===== config.mk =====
export PLATFORM = sky130hd
export DESIGN_NAME = spi_master_flat
export DESIGN_NICKNAME = d
export VERILOG_FILES = /design/src/rtl/spi_master_if.sv /design/src/rtl/spi_master.sv /design/src/flat_wrapper.sv
export SDC_FILE = /design/constraint.sdc
export NUM_CORES = 1
export LEC_CHECK = 0
export BUFFER_PORTS_ARGS = -buffer_cell sky130_fd_sc_hd__buf_2
export CORE_ASPECT_RATIO = 1.4
export CORE_MARGIN = 2
export CORE_UTILIZATION = 40
export CTS_CLUSTER_DIAMETER = 100
export DETAILED_ROUTE_END_ITERATION = 10
export SLEW_MARGIN = 25
export SYNTH_ARGS = -nofsm -noshare
export SYNTH_HDL_FRONTEND = slang
export SYNTH_SLANG_ARGS = --single-unit

===== constraint.sdc =====
create_clock -name clk -period 4.5 [get_ports clk]
set_input_delay 0.45 -clock clk [delete_from_list [all_inputs] [get_ports clk]]
set_output_delay 0.45 -clock clk [all_outputs]
set_load 0.05 [all_outputs]

===== src/rtl/spi_master_if.sv =====
`default_nettype none
// +------------------------------------------------------------------+
// | Module   : spi_master_if                                         |
// | Purpose  : Host-side command/response bundle for spi_master.     |
// |            The host drives commands through the master modport;  |
// |            the SPI engine sits on the slave modport.             |
// | Revision : 1.0  initial release                                  |
// +------------------------------------------------------------------+
interface spi_master_if;
  logic       cmd_valid;
  logic       cmd_ready;
  logic [1:0] cmd_op;
  logic [7:0] cmd_data;
  logic       rsp_valid;
  logic [7:0] rsp_data;
  logic       busy;

  modport master (
    output cmd_valid, cmd_op, cmd_data,
    input  cmd_ready, rsp_valid, rsp_data, busy
  );

  modport slave (
    input  cmd_valid, cmd_op, cmd_data,
    output cmd_ready, rsp_valid, rsp_data, busy
  );
endinterface
`default_nettype wire


===== src/rtl/spi_master.sv =====
`default_nettype none
// +------------------------------------------------------------------+
// | Module   : spi_master                                            |
// | Purpose  : Mode-0 SPI master. Each command sends {op[1], op,     |
// |            data} MSB first; op 11 adds a dummy turnaround pulse  |
// |            and reads one byte from miso.                         |
// | Options  : SPI_MASTER_CMD_BUF_EN adds a one-entry command buffer |
// |            so a second command can be queued during a frame.    |
// | Revision : 1.0  initial release                                  |
// +------------------------------------------------------------------+
module spi_master #(
  parameter int CLK_DIV = 4   // clk cycles per SCLK half-period, 1..255
) (
  input  wire logic   clk,
  input  wire logic   rst_n,
  spi_master_if.slave host,
  output logic        sclk,
  output logic        ss_n,
  output logic        mosi,
  input  wire logic   miso
);

  typedef enum logic [2:0] {
    ST_IDLE  = 3'd0,
    ST_START = 3'd1,
    ST_SHIFT = 3'd2,
    ST_TURN  = 3'd3,
    ST_READ  = 3'd4,
    ST_STOP  = 3'd5
  } state_t;

  localparam logic [7:0] c_div_last       = 8'(CLK_DIV - 1);
  localparam logic [4:0] c_last_shift_bit = 5'd10;
  localparam logic [4:0] c_last_read_bit  = 5'd19;

  state_t     state_q, state_d;
  logic [7:0] div_cnt_q, div_cnt_d;
  logic       half_q, half_d;        // 0: sclk-high half (or first STOP half), 1: second half
  logic [4:0] bit_cnt_q, bit_cnt_d;  // completed SCLK pulses in this frame
  logic [9:0] shreg_q, shreg_d;      // {op, data}, shifted out MSB first
  logic       is_read_q, is_read_d;
  logic [7:0] rx_q, rx_d;            // miso accumulator during READ
  logic [7:0] rsp_data_q, rsp_data_d;
  logic       rsp_valid_q, rsp_valid_d;
  logic       sclk_q, sclk_d;
  logic       ss_n_q, ss_n_d;
  logic       mosi_q, mosi_d;

  logic       w_div_last;
  logic       w_cmd_fire;
  logic       w_start;
  logic [1:0] w_start_op;
  logic [7:0] w_start_data;

  assign w_div_last = (div_cnt_q == c_div_last);

`ifdef SPI_MASTER_CMD_BUF_EN
  logic       buf_valid_q, buf_valid_d;
  logic [1:0] buf_op_q, buf_op_d;
  logic [7:0] buf_data_q, buf_data_d;
  logic       w_launch_window;

  // A frame may launch from IDLE or straight out of the last STOP cycle,
  // which keeps the ss_n high gap between queued frames at exactly 2*CLK_DIV.
  assign w_launch_window = (state_q == ST_IDLE) ||
                           ((state_q == ST_STOP) && half_q && w_div_last);
  assign host.cmd_ready  = ~buf_valid_q;
  assign w_cmd_fire      = host.cmd_valid & ~buf_valid_q;
  assign w_start         = w_launch_window & (buf_valid_q | w_cmd_fire);
  assign w_start_op      = buf_valid_q ? buf_op_q   : host.cmd_op;
  assign w_start_data    = buf_valid_q ? buf_data_q : host.cmd_data;

  // Buffer fills when a command arrives outside a launch window, drains on launch.
  always_comb begin
    buf_valid_d = buf_valid_q;
    buf_op_d    = buf_op_q;
    buf_data_d  = buf_data_q;
    if (w_start && buf_valid_q) begin
      buf_valid_d = 1'b0;
    end
    if (w_cmd_fire && !w_launch_window) begin
      buf_valid_d = 1'b1;
      buf_op_d    = host.cmd_op;
      buf_data_d  = host.cmd_data;
    end
  end

  // Command buffer registers.
  always_ff @(posedge clk) begin
    if (!rst_n) begin
      buf_valid_q <= 1'b0;
      buf_op_q    <= 2'b00;
      buf_data_q  <= 8'h00;
    end else begin
      buf_valid_q <= buf_valid_d;
      buf_op_q    <= buf_op_d;
      buf_data_q  <= buf_data_d;
    end
  end
`else
  assign host.cmd_ready = (state_q == ST_IDLE);
  assign w_cmd_fire     = host.cmd_valid & (state_q == ST_IDLE);
  assign w_start        = w_cmd_fire;
  assign w_start_op     = host.cmd_op;
  assign w_start_data   = host.cmd_data;
`endif

  // Frame sequencing: next state, counters, shift registers and pin values.
  always_comb begin
    state_d     = state_q;
    div_cnt_d   = w_div_last ? 8'd0 : div_cnt_q + 8'd1;
    half_d      = half_q;
    bit_cnt_d   = bit_cnt_q;
    shreg_d     = shreg_q;
    is_read_d   = is_read_q;
    rx_d        = rx_q;
    rsp_data_d  = rsp_data_q;
    rsp_valid_d = 1'b0;
    mosi_d      = mosi_q;

    case (state_q)
      ST_IDLE: begin
        div_cnt_d = 8'd0;
        mosi_d    = 1'b0;
      end
      ST_START: begin
        if (w_div_last) begin
          state_d = ST_SHIFT;
          half_d  = 1'b0;
        end
      end
      ST_SHIFT, ST_TURN, ST_READ: begin
        // Sample miso in the first cycle of each READ sclk-high phase.
        if ((state_q == ST_READ) && !half_q && (div_cnt_q == 8'd0)) begin
          rx_d = {rx_q[6:0], miso};
        end
        if (w_div_last) begin
          if (!half_q) begin
            // sclk falls: the only moment mosi may move.
            half_d = 1'b1;
            if (state_q == ST_SHIFT) begin
              if (bit_cnt_q == c_last_shift_bit) begin
                mosi_d = 1'b0;
              end else begin
                mosi_d  = shreg_q[9];
                shreg_d = {shreg_q[8:0], 1'b0};
              end
            end
          end else begin
            half_d    = 1'b0;
            bit_cnt_d = bit_cnt_q + 5'd1;
            if (state_q == ST_SHIFT) begin
              if (bit_cnt_q == c_last_shift_bit) begin
                state_d = is_read_q ? ST_TURN : ST_STOP;
              end
            end else if (state_q == ST_TURN) begin
              state_d = ST_READ;
            end else if (bit_cnt_q == c_last_read_bit) begin
              state_d     = ST_STOP;
              rsp_valid_d = 1'b1;
              rsp_data_d  = rx_q;
            end
          end
        end
      end
      ST_STOP: begin
        mosi_d = 1'b0;
        if (w_div_last) begin
          if (!half_q) begin
            half_d = 1'b1;
          end else begin
            half_d    = 1'b0;
            bit_cnt_d = 5'd0;
            state_d   = ST_IDLE;
          end
        end
      end
      default: begin
        state_d = ST_IDLE;
      end
    endcase

    if (w_start) begin
      state_d   = ST_START;
      div_cnt_d = 8'd0;
      half_d    = 1'b0;
      bit_cnt_d = 5'd0;
      shreg_d   = {w_start_op, w_start_data};
      is_read_d = (w_start_op == 2'b11);
      mosi_d    = w_start_op[1];
    end
  end

  // Pin levels are derived from the next state so the pins are plain flops.
  always_comb begin
    sclk_d = (state_d inside {ST_SHIFT, ST_TURN, ST_READ}) && !half_d;
    ss_n_d = !(state_d inside {ST_START, ST_SHIFT, ST_TURN, ST_READ});
  end

  // State and datapath registers with synchronous active-low reset.
  always_ff @(posedge clk) begin
    if (!rst_n) begin
      state_q     <= ST_IDLE;
      div_cnt_q   <= 8'd0;
      half_q      <= 1'b0;
      bit_cnt_q   <= 5'd0;
      shreg_q     <= 10'd0;
      is_read_q   <= 1'b0;
      rx_q        <= 8'h00;
      rsp_data_q  <= 8'h00;
      rsp_valid_q <= 1'b0;
      sclk_q      <= 1'b0;
      ss_n_q      <= 1'b1;
      mosi_q      <= 1'b0;
    end else begin
      state_q     <= state_d;
      div_cnt_q   <= div_cnt_d;
      half_q      <= half_d;
      bit_cnt_q   <= bit_cnt_d;
      shreg_q     <= shreg_d;
      is_read_q   <= is_read_d;
      rx_q        <= rx_d;
      rsp_data_q  <= rsp_data_d;
      rsp_valid_q <= rsp_valid_d;
      sclk_q      <= sclk_d;
      ss_n_q      <= ss_n_d;
      mosi_q      <= mosi_d;
    end
  end

  assign sclk          = sclk_q;
  assign ss_n          = ss_n_q;
  assign mosi          = mosi_q;
  assign host.busy     = (state_q != ST_IDLE);
  assign host.rsp_valid = rsp_valid_q;
  assign host.rsp_data  = rsp_data_q;

endmodule
`default_nettype wire


===== src/flat_wrapper.sv =====
// flat-port wrapper written by rule: the top's interface ports become plain ports
module spi_master_flat 
#(
  parameter int CLK_DIV = 4                                             
)
  (clk, rst_n, sclk, ss_n, mosi, miso, host_cmd_valid, host_cmd_op, host_cmd_data, host_cmd_ready, host_rsp_valid, host_rsp_data, host_busy);
  spi_master_if host_i ();
  input  wire logic clk;
  input  wire logic rst_n;
  output logic sclk;
  output logic ss_n;
  output logic mosi;
  input  wire logic miso;
  input wire logic [$bits(host_i.cmd_valid)-1:0] host_cmd_valid;
  input wire logic [$bits(host_i.cmd_op)-1:0] host_cmd_op;
  input wire logic [$bits(host_i.cmd_data)-1:0] host_cmd_data;
  output wire logic [$bits(host_i.cmd_ready)-1:0] host_cmd_ready;
  output wire logic [$bits(host_i.rsp_valid)-1:0] host_rsp_valid;
  output wire logic [$bits(host_i.rsp_data)-1:0] host_rsp_data;
  output wire logic [$bits(host_i.busy)-1:0] host_busy;
  assign host_i.cmd_valid = host_cmd_valid;
  assign host_i.cmd_op = host_cmd_op;
  assign host_i.cmd_data = host_cmd_data;
  assign host_cmd_ready = host_i.cmd_ready;
  assign host_rsp_valid = host_i.rsp_valid;
  assign host_rsp_data = host_i.rsp_data;
  assign host_busy = host_i.busy;
  spi_master #(.CLK_DIV(CLK_DIV)) u_core (.clk(clk), .rst_n(rst_n), .host(host_i), .sclk(sclk), .ss_n(ss_n), .mosi(mosi), .miso(miso));
endmodule

### Yosys cells after proc, flatten, opt, wreduce, memory -nomap -nowiden

Index checks and enable logic that the tools add are counted.

* bits in registers: 48
* latch bits: 0
* memory bits (writable): 0
* ROM bits: 0
* input port bits: 14
* output and inout port bits: 14
* logic and storage cells: 105
* memories: 0

* $add $sub $neg: 2
* multipliers: 0
* div/mod/pow operators: 0
* order comparisons: 0
* eq/ne operators: 22
* shift operators: 0
* multiplexer cells: 35
* bitwise operators: 7
* reductions and logical operators: 27

Operators by type and width (number)
* 10-bit two-way mux: 6
* 3-bit two-way mux: 11
* 5-bit two-way mux: 4
* 3-bit by 2-bit == test with 1-bit output (second input constant): 4
* 3-bit case mux with 4 select lines: 1
* 1-bit two-way mux: 10
* 2-bit by 1-bit inequality test with 1-bit output (second input constant): 5
* 5-bit case mux with 2 select lines: 1
* 5-bit AND reduction: 2
* 3-bit == test (second input constant): 3
* 3-bit nonzero test: 3
* 8-bit by 1-bit adder with 8-bit output (second input constant): 1
* 8-bit by 2-bit == test with 1-bit output (second input constant): 1
* 8-bit zero test: 1
* 2-bit nonzero test: 4
* 4-bit OR reduction: 2
* 3-bit by 1-bit == test with 1-bit output (second input constant): 2
* 3-bit by 1-bit inequality test with 1-bit output (second input constant): 2
* 1-bit inverter: 6
* 6-bit AND reduction: 1
* 6-bit OR reduction: 1
* 5-bit by 1-bit adder with 5-bit output (second input constant): 1
* 5-bit by 4-bit == test with 1-bit output (second input constant): 1
* 5-bit == test (second input constant): 1
* other kinds (13): 19

### Depth between registers and ports, before layout

Gate-level depths: netlist (run 1).

* depth in word-level cells: 11
* mapped depth: 9
* gate-level depth less buffers: 9

### Worst setup path before layout (run 1)

Ideal clock, no wire load.

* path kind: reg2reg
* from: reg u_core.div_cnt_q[0]
* to: reg u_core.sclk_q (netlist: u_core.sclk)
* arrival: 2.191 ns
* slack: 2.194 ns
* cell stages (with the launch flop): 9
* path buffers: 0
* clock period less this slack: 2.306 ns
* cell sequence: dfxtp_1 ha_1 or3b_2 or2_4 ha_1 a22oi_1 o21ai_0 o31a_1 o21a_1

* word-level cells in the longest chain between the ends: 7

RTL lines
* start, declared: line spi_master.sv:37 `logic [7:0] div_cnt_q, div_cnt_d;`
* start signal, assigned: line spi_master.sv:217 `div_cnt_q <= div_cnt_d;`
* 8-bit by 2-bit == test with 1-bit output *: line spi_master.sv:55 `assign w_div_last = (div_cnt_q == c_div_last);`
* 3-bit two-way mux, on equally long branches: line spi_master.sv:168, spi_master.sv:127, spi_master.sv:137
* 3-bit case mux with 4 select lines: line spi_master.sv:121 `case (state_q)`
* 3-bit two-way mux: line spi_master.sv:183 `if (w_start) begin`
* 3-bit by 2-bit == test with 1-bit output or 3-bit == test (tied branches): line spi_master.sv:196 `sclk_d = (state_d inside {ST_SHIFT, ST_TURN, ST_READ}) && !half_d;`
* 3-bit nonzero test: line spi_master.sv:196
* 1-bit logical AND *: line spi_master.sv:196
* end signal, assigned: line spi_master.sv:225 `sclk_q <= sclk_d;`
* end, declared: line spi_master.sv:45 `logic sclk_q, sclk_d;`

Mark *: on every way between the ends. The rest lies on a longest branch, timed or not.
A chain may end at the register's enable or synchronous reset.

### Worst setup path in the final report (run 1)

* from: reg u_core.div_cnt_q[0]
* to: reg u_core.mosi_q (netlist: u_core.mosi)

* word-level cells in the longest chain between the ends: 3

RTL lines
* 8-bit by 2-bit == test with 1-bit output: line spi_master.sv:55
* 3-bit by 1-bit inequality test with 1-bit output (no line)
* 4-bit AND reduction (no line)
* end signal, assigned: line spi_master.sv:227 `mosi_q <= mosi_d;`
* end, declared: line spi_master.sv:47 `logic mosi_q, mosi_d;`

Every way passes these cells.

==> results of run 1 <==
-- worst max-delay path, cell delays in order (launching register included) --
cell      delay [ns]
dfxtp_1         0.38
ha_1            0.24
or3b_2          0.49
nor3_1          0.22
nand4_1         0.61
o2bb2a_1        0.51
a21oi_1         0.13
-- cell families (layout without fill, tap and decap cells) --
logic type      Yosys count  after routing
xor+xnor                  9              9
flops                    48             48
mux                      26             26
fa+ha+maj                 6              6
buf+inv                  19             45
compound gates           34             34
simple gates             94             94
-- worst min path at each step --
| stage | from | endpoint | slack, ns | cells past startpoint |
|---|---|---|---|---|
| 3_5_place_dp | u_core.div_cnt_q[0] | u_core.div_cnt_q[0] | 0.46 | 1 |
| 4_1_cts | miso | u_core.rx_q[0] | 0.38 | 3 |
| 2_1_floorplan | u_core.is_read_q | u_core.is_read_q | 0.43 | 2 |
| 3_3_place_gp | u_core.div_cnt_q[0] | u_core.div_cnt_q[0] | 0.44 | 1 |
| 6_report | host_cmd_data[0] | u_core.shreg_q[0] | 0.38 | 3 |
| 5_1_grt | host_cmd_data[0] | u_core.shreg_q[0] | 0.39 | 3 |
-- flip-flops by register name, summed over array words and instances (netlist names) --
register               count
u_core.shreg_q            10
u_core.div_cnt_q           8
u_core.host.rsp_data       8
u_core.rx_q                8
u_core.bit_cnt_q           5
u_core.state_q             3
u_core.half_q              1
u_core.host.rsp_valid      1
u_core.is_read_q           1
u_core.mosi                1
u_core.sclk                1
u_core.ss_n                1
-- through the flow --
step	std cells	cell area [µm²]	hold slack, ns	power (µW)	worst slack (ns)
final	330	2480	0.381	770	1.85
after detailed placement	322	2380	0.457	511	1.84
after floorplan	236	2220	0.429	493	2.19
after global placement	322	2380	0.444	510	1.92
after global routing	330	2480	0.388	803	1.72
after CTS	330	2480	0.381	781	1.85
-- power groups by stage --
stage                     clock network, µW  logic (µW)  registers, µW
after floorplan                           0        40.0            453
after global placement                    0        56.8            453
after detailed placement                  0        57.5            453
after CTS                               280        57.7            443
after global routing                    294        64.3            445
final                                   270        56.8            443
-- synthesized netlist by cell type (2+ instances only) --
cell type   n
mux2i_1    26
xnor2_1     4
a21oi_1     6
clkbuf_8    2
clkbuf_1    5
xor2_1      5
a31oi_1     2
nor2_1     44
ha_1        6
nand4_1     3
nor2b_1     4
nand2_1     9
nand3_1     9
buf_4       2
nor3_1      4
dfxtp_1    48
a211oi_1    9
inv_1       9
o21ai_0     4
nor3b_1     2
nor4bb_1    3
-- layout make-up --
cell class | count | share of cell area, %
clock buffer | 6 | 3.33
sequential | 48 | 38.8
timing repair buffer | 27 | 5.45
tap | 68 | 3.43
inverter | 10 | 1.57
clock inverter | 2 | 0.606
multi-input combinational | 169 | 46.8
-- per-layer routing --
| layer | share of wire (%) | track usage, % | routed length [µm] | up-vias |
|---|---|---|---|---|
| met5 | 0 | 0 | 0 | - |
| met4 | 1.9 | 6.63 | 81 | 0 |
| met3 | 2.7 | 2.94 | 115 | 6 |
| met2 | 51 | 27.3 | 2200 | 22 |
| met1 | 45 | 18.3 | 1930 | 821 |
| li1 | - | - | - | 878 |
==> run summary, run 1 <==
The number of diodes added for antenna fixing is 0, and the ratio of total power to cell area is 311 nW/µm². The logs give 0.800 for the global placement routability congestion and 45.5% for the post-layout utilization of the core. The post-synthesis compound-gate area fraction was 11.0%; the setup fix buffers added after clock tree synthesis was 0.

Relative to the synthesized area, the layout overhead comes to 11.5%. The smallest clock period supported by the final layout is computed as 2.65 ns. The first global-routing pass estimated 7470 µm of wire. The transition time at the pin with the least slew margin works out to 0.945 ns. The synthesized netlist devotes 22.5% of its cell area to simple gates. The tools report the largest net degree at the start of global routing as 32.

The clock network is responsible for 35.1% of the overall power. The number of gates given a new drive strength after cts is 0, and the detailed-routing iteration count for the pre-antenna-repair pass is 4. The synthesized design spends more area on one cell type than any other, namely dfxtp_1.

Derived from the worst setup path, the maximum achievable clock frequency is 378 MHz. The clock tree synthesis step divided the H-tree into 2 levels. The fraction of layout cells with a size suffix above 1 came out at 17.6%.

The sequential-to-total area share from yosys stat came out at 43.3%. The endpoint kind of the worst setup timing path was a register. The synthesized netlist devotes 3.38% of its cell area to adder and majority cells. Die area: 6170 µm².

The worst setup path startpoint was u_core.div_cnt_q[0]. The count of buffers from port buffering is 27. By area the synthesized netlist is led by dfxtp_1, mux2i_1, nor2_1.

Global routing consumed, over all layers together, 15.7% of the routing resources. Final count of hold timing violations: 0. The number of antenna-violating nets in the routed design was 0. For this configuration, the core starts out at a cell density of 40.8%.

The power dissipated by switching net loads is 191 µW. The number of synthesized register bits is 48, and the clock-pin slew on the worst setup and hold paths is 0.09 ns. The root cell of the clock tree was clkbuf_8.

In the synthesized netlist the async set-or-reset flop fraction comes to 0%. The tools report the number of global-route vias before repair as 1656. Maximum count of clock buffers along a single path: 2. Net switching is 24.7% of the power. The tools report the worst setup path endpoint as u_core.mosi.

The logs give 0 for the max-slew violation total from the final report and 0 for the number of max-cap violations. In the synthesized netlist the dominant register cell turns out to be dfxtp_1. Hold repair after CTS inserted 0 buffers. Across the VDD grid, the largest voltage drop is 0.000182 V. The net count after synthesis is 256, and the post-synthesis share of cell area spent on xor and xnor gates is 3.55%. TritonCTS built the clock tree. The tools report the worst clock skew as 0.0100 ns. For the sequential cell area, the log shows 961 µm². By startpoint and endpoint, the worst setup path is classified as register to register. Combinational cells account for 7.4% of the total power. The per-cell via count in the routed design was 5.23; the DRC marker count from the first detailed-route iteration was 46. The HPWL reported at the end of detailed placement was 3110 µm. Setup violations remaining at the end of the flow were counted as 0. During synthesis, Yosys emitted a total of 0 warnings. The run finished with clean final reports. Leaving out fill and tap cells, the most frequent cell in the layout is dfxtp_1. The total overflow left after global routing is 0. In this run, flip-flops and latches consume 57.5% of the power. For the final routed database, the setup TNS stands at 0 ns. Dividing the synthesized area by the synthesized cell count gives 9.41 µm². The post-synthesis mux area share is 11.7%.

Share of the synthesized area in the top cell type: 43.3%. The analysis attributes to cell leakage a power of 0.00114 µW. The worst endpoint required time was 4.72 ns. The net count reported at finish was 281; the arrival time at the worst endpoint was 2.87 ns. The worst pin sits at a relative slew slack of 37.0%. The run gives 1160 µm² as the area taken by multi-input logic gates.

STA classifies the critical path startpoint as a register. Buffers inserted during clock tree synthesis total 5. For this run, design rule violations remaining after detail routing come to 0. After synthesis, the largest family of logic cells by area is simple AND/OR/NAND/NOR gates. Average wire per cell in the routed design: 13.1 µm. Chip width: 67.0 µm. The total area inside the core boundary comes to 5450 µm². The number of fillers in the final layout is 587. The maximum net fanout on the critical path is 11.

After synthesis the cells add up to 2220 µm². In this run the critical register-to-register path is launched from u_core.div_cnt_q[0]. For this block, the via count after detailed routing is 1727. The endpoint identified for the worst register-to-register timing path is u_core.mosi. Of the available clock period, the critical path in the final layout requires 58.8%. Clock sink count: 48.

The top cell types in the final layout, fill and taps aside, are dfxtp_1, nor2_1, buf_2. The min-delay analysis places its worst path in the category primary input to register. The unique cell type count in the Yosys netlist was 51; the vertical extent of the die was 92.2 µm. The final layout contains routed wiring with a total length of 4330 µm. The initial antenna violation count was 0; the cell-internal power was 580 µW. Clock latency on the worst-skew pair, taken at its later pin, is 0.30 ns. The number of cells on the worst reg-to-reg path is 6. Setup repair after global routing left no endpoint under its margin. The floorplan has 32 rows.

Number of synthesized flops with an enable pin: 0. The cell count after synthesis came out at 236. Setup slack on the worst reg-to-reg path comes out at 1.85 ns. For this design the top-level I/O count stands at 28.
Power figures use the tool's default switching activity.
==> run 2, diff against run 1 <==
==> constraint.sdc (replaced) <==
create_clock -name clk -period 2.4 [get_ports clk]
set_input_delay 0.24 -clock clk [delete_from_list [all_inputs] [get_ports clk]]
set_output_delay 0.24 -clock clk [all_outputs]
set_load 0.05 [all_outputs]
==> run summary, run 2 (same netlist as run 1, synthesis figures left out) <==
The setup fix buffers added after clock tree synthesis is 0 (unchanged). In this design, the largest share of critical-path delay is due to simple AND/OR/NAND/NOR gates. The most critical setup path has its startpoint at u_core.div_cnt_q[3].

Ranked by flip-flop count, first place goes to u_core.shreg_q. DRC marker count from the first detailed-route iteration: 42 (-8.7%). The run gives 50.7% (-6.8 points) as the sequential cell fraction of total power. The wire length of the first global-routing pass came out at 7710 µm (+3.1%). The slack of the worst reg-to-reg path is 0.10 ns (-1.75 ns). The tightest min-delay check is of the primary input to register type. The number of max-cap violations was 0 (unchanged); the maximum count of clock buffers along a single path was 2 (unchanged). Detailed-routing iteration count for the pre-antenna-repair pass: 4 (unchanged).

The post-synthesis to final-layout area growth is 18.0%. For the worst endpoint required time, the log shows 2.60 ns (-2.12 ns). The run gives 0.849 (+6.1%) as the global placement routability congestion. The achievable frequency came out at 435 MHz (+15%).

The effective utilization at floorplan was 40.8% (unchanged); the portion of total power attributed to combinational logic was 6.9% (-0.5 points). The per-cell via count in the routed design was 5.13 (-2.0%); the count of buffers from port buffering was 27 (unchanged). The worst setup path is launched from a register. The tools report the clock network power share as 42.4% (+7.3 points). The ratio of total power to cell area works out to 625 nW/µm² (+100%).

The leakage power summed over all cells was 0.00123 µW (+8.1%). The number of DRC violations after detailed routing is 0 (unchanged). The endpoint kind of the worst setup timing path is a register. The final total negative setup slack was 0 ns (unchanged).

The switching share of power is 22.0% (-2.7 points), and the number of antenna-violating nets in the routed design is 0 (unchanged). The number of flip-flops under the largest register name was 10 (unchanged). The clock-pin slew on the worst setup and hold paths came out at 0.09 ns (about the same).

The worst clock skew was 0.00346 ns (-0.00656 ns); the final clock period utilization by the worst path was 95.8% (+37 points). The number of fillers in the final layout was 556 (-5.3%); the max-slew violation total from the final report was 0 (unchanged). Buffer and inverter count on the worst path: 0 (unchanged). The overall overflow remaining after global route was 0 (unchanged). The worst hold path begins at host_cmd_data[0]. The number of global-route vias before repair came out at 1745 (+5.4%). Traced cell by cell, the critical path runs through or4_4, or2_4, ha_1, a22oi_1, o21ai_1, o31a_1, o21a_1.

The top cell types in the final layout, fill and taps aside, are dfxtp_1, nor2_1, buf_2. The number of diodes added for antenna fixing is 0 (unchanged). The transition time at the pin with the least slew margin was 0.634 ns (-0.310 ns). The via total after detailed routing is 1760 (+1.9%), and the clock latency on the worst-skew pair is 0.30 ns (about the same). The maximum net fanout on the critical path was 5 (-6); the maximum cell stage delay along the critical path was 0.56 ns (-0.05 ns). The wire length after detailed routing came out at 4440 µm (+2.6%). Arrival time at the worst endpoint: 2.50 ns (-0.37 ns). In this run the critical register-to-register path is launched from u_core.div_cnt_q[3].

The HPWL reported at the end of detailed placement is 3250 µm (+4.8%), and the clock sink count is 48 (unchanged). Setup repair after global routing left no endpoint under its margin. The total power was 1640 µW (+110%).

CTS buffer count: 5 (unchanged). TritonCTS built the clock tree. The number of standard-cell rows in the floorplan is 32 (unchanged), and the die area is 6170 µm² (unchanged).

The chip width came out at 67.0 µm (unchanged). The vertical extent of the die was 92.2 µm (unchanged); the count of final setup violators was 0 (unchanged). The relative slew slack came out at 57.1% (+20 points).

The largest net degree at the start of global routing is 18 (-44%). For the count of placed standard cells including taps, the log shows 335 (+4.0%). The fraction of layout cells with a size suffix above 1 is 22.2% (+4.6 points), and the average wire per cell in the routed design is 13.0 µm (-1.3%). The most frequent standard cell in the layout excluding fill and tap cells was dfxtp_1. The level count of the clock H-tree was 2 (unchanged); the maximum resistive drop on vdd was 0.000340 V (+86%). The run finished with clean final reports.

The number of primary I/O pins came out at 28 (unchanged). On the critical path, the stage with the largest delay is an instance of or4_4. The root cell of the clock tree is clkbuf_8.

The placeable core region is 5450 µm² (unchanged), and the power dissipated by switching net loads is 361 µW (+89%). The number of cells in the finished layout apart from fillers is 343 (+3.9%). For the net count reported at finish, the log shows 294 (+4.6%).

The tools report the total routing resource utilization after global routing as 16.3% (+0.62 points). The tools report the final count of hold timing violations as 0 (unchanged). The critical path start-end classification is register to register. The initial antenna violation count was 0 (unchanged); the final critical-path required period was 2.30 ns (-0.345 ns). The run gives 1280 µW (+120%) as the cell-internal power.
run 2: cell type report:
| type | instances | area [µm²] | area share (%) |
|---|---|---|---|
| clock inverter | 3 | 68.8 | 2.63 |
| sequential | 48 | 963 | 36.8 |
| inverter | 10 | 38.8 | 1.48 |
| tap | 68 | 85.1 | 3.25 |
| timing repair buffer | 40 | 233 | 8.88 |
| multi-input combinational | 169 | 1160 | 44.4 |
| clock buffer | 5 | 68.8 | 2.63 |
run 2: per-stage QoR:
step / utilization [%] / area, µm² / hold WS [ns] / setup slack, ns
3_5_place_dp: 45.5 / 2480 / 0.449 / 0.0217
4_1_cts: 48.0 / 2620 / 0.172 / 0.00338
2_1_floorplan: - / 2220 / 0.305 / 0.0944
6_report: 48.1 / 2620 / 0.174 / 0.100
3_3_place_gp: 45.5 / 2480 / 0.446 / 0.0905
5_1_grt: 48.1 / 2620 / 0.171 / 0.0197
run 2: per-layer routing:
layer | track usage [%] | wire length (µm) | vias to the layer above
li1 | - | - | 905
met1 | 19.8 | 1990 | 815
met2 | 25.6 | 2130 | 32
met3 | 4.17 | 166 | 8
met4 | 9.35 | 157 | 0
met5 | 0 | 0 | -
run 2: power groups by stage:
| stage | Sequential [µW] | Combinational (µW) | Clock (µW) |
|---|---|---|---|
| final | 830 | 114 | 695 |
| after global routing | 834 | 128 | 749 |
| after CTS | 831 | 114 | 718 |
| after detailed placement | 849 | 114 | 0 |
| after global placement | 849 | 113 | 0 |
| after floorplan | 850 | 75.0 | 0 |
run 2: worst min-delay path, delay by kind of cell:
family,cells,cell delay [ns]
buffers and inverters,1,0.10
AO/OA/AOI/OAI,1,0.05
AND/OR/NAND/NOR,1,0.04
run 2: worst paths after layout:
| path | end | cells after the start |
|---|---|---|
| worst max-delay path | u_core.sclk | 7 |
| worst min-delay path | u_core.shreg_q[0] | 3 |
| worst max register to register | u_core.sclk | 7 |
| worst min register to register | u_core.div_cnt_q[0] | 1 |
run 2: what timing repair did:
item	4_1_cts	5_1_grt
hold endpoints to repair	0	0
gates resized for setup	0	4
hold buffers	0	0
endpoints found under the setup margin	0	1
==> run 3, diff against run 2 <==
--- a/config.mk
+++ b/config.mk
@@ -5,10 +5,11 @@
 export SDC_FILE = /design/constraint.sdc
 export NUM_CORES = 1
 export LEC_CHECK = 0
+export ABC_AREA = 1
 export BUFFER_PORTS_ARGS = -buffer_cell sky130_fd_sc_hd__buf_2
 export CORE_ASPECT_RATIO = 1.4
 export CORE_MARGIN = 2
-export CORE_UTILIZATION = 40
+export CORE_UTILIZATION = 30
 export CTS_CLUSTER_DIAMETER = 100
 export DETAILED_ROUTE_END_ITERATION = 10
 export SLEW_MARGIN = 25
==> run summary, run 3 <==
The wire length of the first global-routing pass was 8040 µm (+4.3%). The startpoint identified for the worst hold timing path is host_cmd_data[0]. The wire length after detailed routing is 4550 µm (+2.4%).

Switching share of power: 25.4% (+3.4 points). The number of cells traversed by the worst hold path is 3 (unchanged). The count of buffers from port buffering came out at 27 (unchanged). The number of hold buffers added after cts came out at 0 (unchanged). The flow ran to the end, and the final reports show no timing, DRC or antenna violations.

The vertical extent of the die is 105 µm (+14%). The maximum net fanout on the critical path was 12 (+7). Total routing resource utilization after global routing: 12.2% (-4.1 points). The leakage power summed over all cells came out at 0.00105 µW (-15%). The register with the most flip-flops was u_core.shreg_q. The library cell used most frequently in the layout, excluding fill and tap cells, is nand2_1. The share of synthesized flip-flops with an asynchronous set or reset works out to 0% (unchanged). The tools report the arrival time at the worst endpoint as 2.12 ns (-0.38 ns). The clock-pin slew on the worst setup and hold paths is 0.09 ns (about the same).

The maximum resistive drop on vdd is 0.000226 V (-33%). The initial antenna violation count is 0 (unchanged). The logs give 342 (+16%) for the net count reported at finish and 0 (unchanged) for the number of diodes added for antenna fixing.

The tools report the number of standard-cell rows in the floorplan as 37 (+16%). Counting instances in the post-synthesis netlist gives the leading cell types as nand2_1, dfxtp_1, inv_1, nor2_1, o21ai_0. The chip width works out to 76.4 µm (+14%). The run gives 8060 µm² (+31%) as the die area.

Capture endpoint of the worst hold path: u_core.shreg_q[0]. The setup fix buffers added after clock tree synthesis is 0 (unchanged), and the number of synthesized register bits is 48 (unchanged). Among all cell types in the netlist, the one instantiated most often is nand2_1. The clock latency on the worst-skew pair is 0.30 ns (about the same).

Setup repair after global routing left no endpoint under its margin. For the clock network power share, the log shows 35.2% (-7.2 points). Clock tree synthesis selected as its root buffer the cell clkbuf_8. The biggest area contributor in the post-synthesis netlist is dfxtp_1. The run gives 0 (unchanged) as the max-slew violation total from the final report. The final clock period utilization by the worst path works out to 80.1% (-16 points).

Final critical-path required period: 1.92 ns (-0.377 ns). The tools report the number of primary I/O pins as 28 (unchanged). The sequential-to-total area share from yosys stat is 43.6% (+0.34 points). The fraction of layout cells with a size suffix above 1 is 18.0% (-4.2 points). The power dissipated by switching net loads is 370 µW (+2.5%).

The unique cell type count in the Yosys netlist came out at 33 (-35%). The per-cell via count in the routed design is 4.62 (-10%), and the clock sink count is 48 (unchanged). The startpoint of the worst-slack reg-to-reg timing path is u_core.state_q[2]. The number of flip-flops under the largest register name is 10 (unchanged). The slack of the worst reg-to-reg path is 0.48 ns (+0.38 ns).

The average footprint of a synthesized cell is 7.52 µm² (-20%). The final count of hold timing violations came out at 0 (unchanged). The logs give 56.6% (+5.9 points) for the sequential cell fraction of total power and 1864 (+6.8%) for the number of global-route vias before repair.

The HPWL reported at the end of detailed placement is 3350 µm (+2.9%). The top cell types in the final layout, fill and taps aside, are nand2_1, dfxtp_1, inv_1. The logs give 293 (+24%) for the number of instances in the synthesized netlist and 2200 µm² (-0.79%) for the mapped cell area. In this run the critical register-to-register path is captured at u_core.shreg_q[6]. The tools report the largest net degree at the start of global routing as 21 (+3). The placeable core region was 7220 µm² (+33%). The share of the synthesized area in the top cell type came out at 43.6% (+0.34 points). The number of synthesis warnings is 0 (unchanged). The number of synthesized flops with an enable pin came out at 0 (unchanged). The worst setup path is launched from a register. The level count of the clock H-tree is 2 (unchanged). For the DRC marker count from the first detailed-route iteration, the log shows 92 (+120%). The global placement routability congestion was 0.860 (+1.2%); the CTS buffer count was 5 (unchanged). For the maximum count of clock buffers along a single path, the log shows 2 (unchanged). STA classifies the critical path endpoint as a register.

In the post-synthesis netlist, the biggest area contributors are dfxtp_1, nand2_1, o21ai_0. The average wire per cell in the routed design was 10.8 µm (-16%); the number of antenna-violating nets in the routed design was 0 (unchanged). TritonCTS built the clock tree.

The worst-case reg-to-reg path depth was 6 (-1). The count of final setup violators is 0 (unchanged), and the final total negative setup slack is 0 ns (unchanged). Relative to the synthesized area, the layout overhead comes to 15.3%. For this run, the leading register cell type out of synthesis is dfxtp_1.

The number of DRC violations after detailed routing was 0 (unchanged); the net count after synthesis was 313 (+22%). The worst endpoint required time came out at 2.60 ns (about the same). The achievable frequency is 520 MHz (+20%). The run gives 1450 µW (-11%) as the total power. The detailed-routing iteration count for the pre-antenna-repair pass is 4 (unchanged), and the transition time at the pin with the least slew margin is 0.528 ns (-0.107 ns).

The ratio of total power to cell area works out to 572 nW/µm² (-8.5%). For the number of gates given a new drive strength after cts, the log shows 0 (unchanged). The tools report the overall overflow remaining after global route as 0 (unchanged). The portion of total power attributed to combinational logic was 8.2% (+1.3 points). The relative slew slack was 64.7% (+7.6 points); the effective utilization at floorplan was 30.5% (-10 points).

The tools report the cell-internal power as 1080 µW (-15%). The kind of path behind the tightest hold check is primary input to register. The tools report the number of max-cap violations as 0 (unchanged).

The critical path is of the register to register type. Via total after detailed routing: 1940 (+10%). The tools report the worst clock skew as 0.00967 ns (+0.00621 ns).
run 3: cell types whose count changed after synthesis, sizes merged, moves of 4 or more:
cell / change
a211oi: -9
a21oi: +18
a31oi: +8
clkbuf: -4
inv: +28
mux2i: -26
nand2: +47
nand3: +11
nor2: -9
nor2b: -4
o21ai: +24
xor2: -5
run 3: layer usage:
metal	wire length (µm)	part of all wire, %	track usage (%)	vias to the layer above
li1	-	-	-	1017
met1	2060	45	13.8	883
met2	2260	50	22.1	36
met3	151	3.3	2.31	4
met4	74	1.6	5.45	0
met5	0	0	0	-
run 3: critical path: stages (launching register included):
cell     delay (ns)
dfxtp_1        0.43
nor3_4         0.28
nand2_1        0.33
inv_1          0.42
nor2_4         0.14
a22oi_1        0.16
o21ai_1        0.08
run 3: worst max path at each step:
stage                               end         startpoint  cells past startpoint  slack (ns)
floorplan           u_core.bit_cnt_q[2]  u_core.state_q[2]                      8        0.63
global placement      u_core.shreg_q[6]  u_core.state_q[2]                      6        0.50
detailed placement    u_core.shreg_q[6]  u_core.state_q[2]                      6        0.46
CTS                   u_core.shreg_q[6]  u_core.state_q[2]                      6        0.46
global route             u_core.rx_q[6]  u_core.state_q[2]                      5        0.25
finish                u_core.shreg_q[6]  u_core.state_q[2]                      6        0.48
run 3: cell type report:
class                           instances  area (µm²)
Tap cell                               97         121
Clock inverter                          2        15.0
Inverter                               38         143
Timing Repair Buffer                   30         158
Clock buffer                            6        82.6
Fill cell                             826        4680
Sequential cell                        48         961
Multi-Input combinational cell        199        1060
run 3: metrics by stage:
stage                     utilization (%)  hold WS, ns  setup WS [ns]  area, µm²  std cells
final                                35.2        0.179          0.477       2540        420
after global routing                 35.2        0.174          0.250       2540        420
after CTS                            35.2        0.177          0.461       2540        420
after detailed placement             33.8        0.454          0.460       2440        412
after global placement               33.8        0.444          0.497       2440        412
after floorplan                         -        0.388          0.631       2200        293
run 3: kinds of logic after synthesis:
group,after synthesis,synth area share (%)
buf+inv,46,8.23
compound gates,64,15.3
fa+ha+maj,6,3.41
flops,48,43.6
simple gates,128,29.0
xor+xnor,1,0.398
run 3: power by group through the flow:
stage | combinational [µW] | sequential [µW] | clock, µW
after global placement | 119 | 841 | 0
after detailed placement | 120 | 841 | 0
after floorplan | 77.9 | 848 | 0
after global routing | 131 | 825 | 572
after CTS | 121 | 822 | 531
final | 119 | 822 | 512
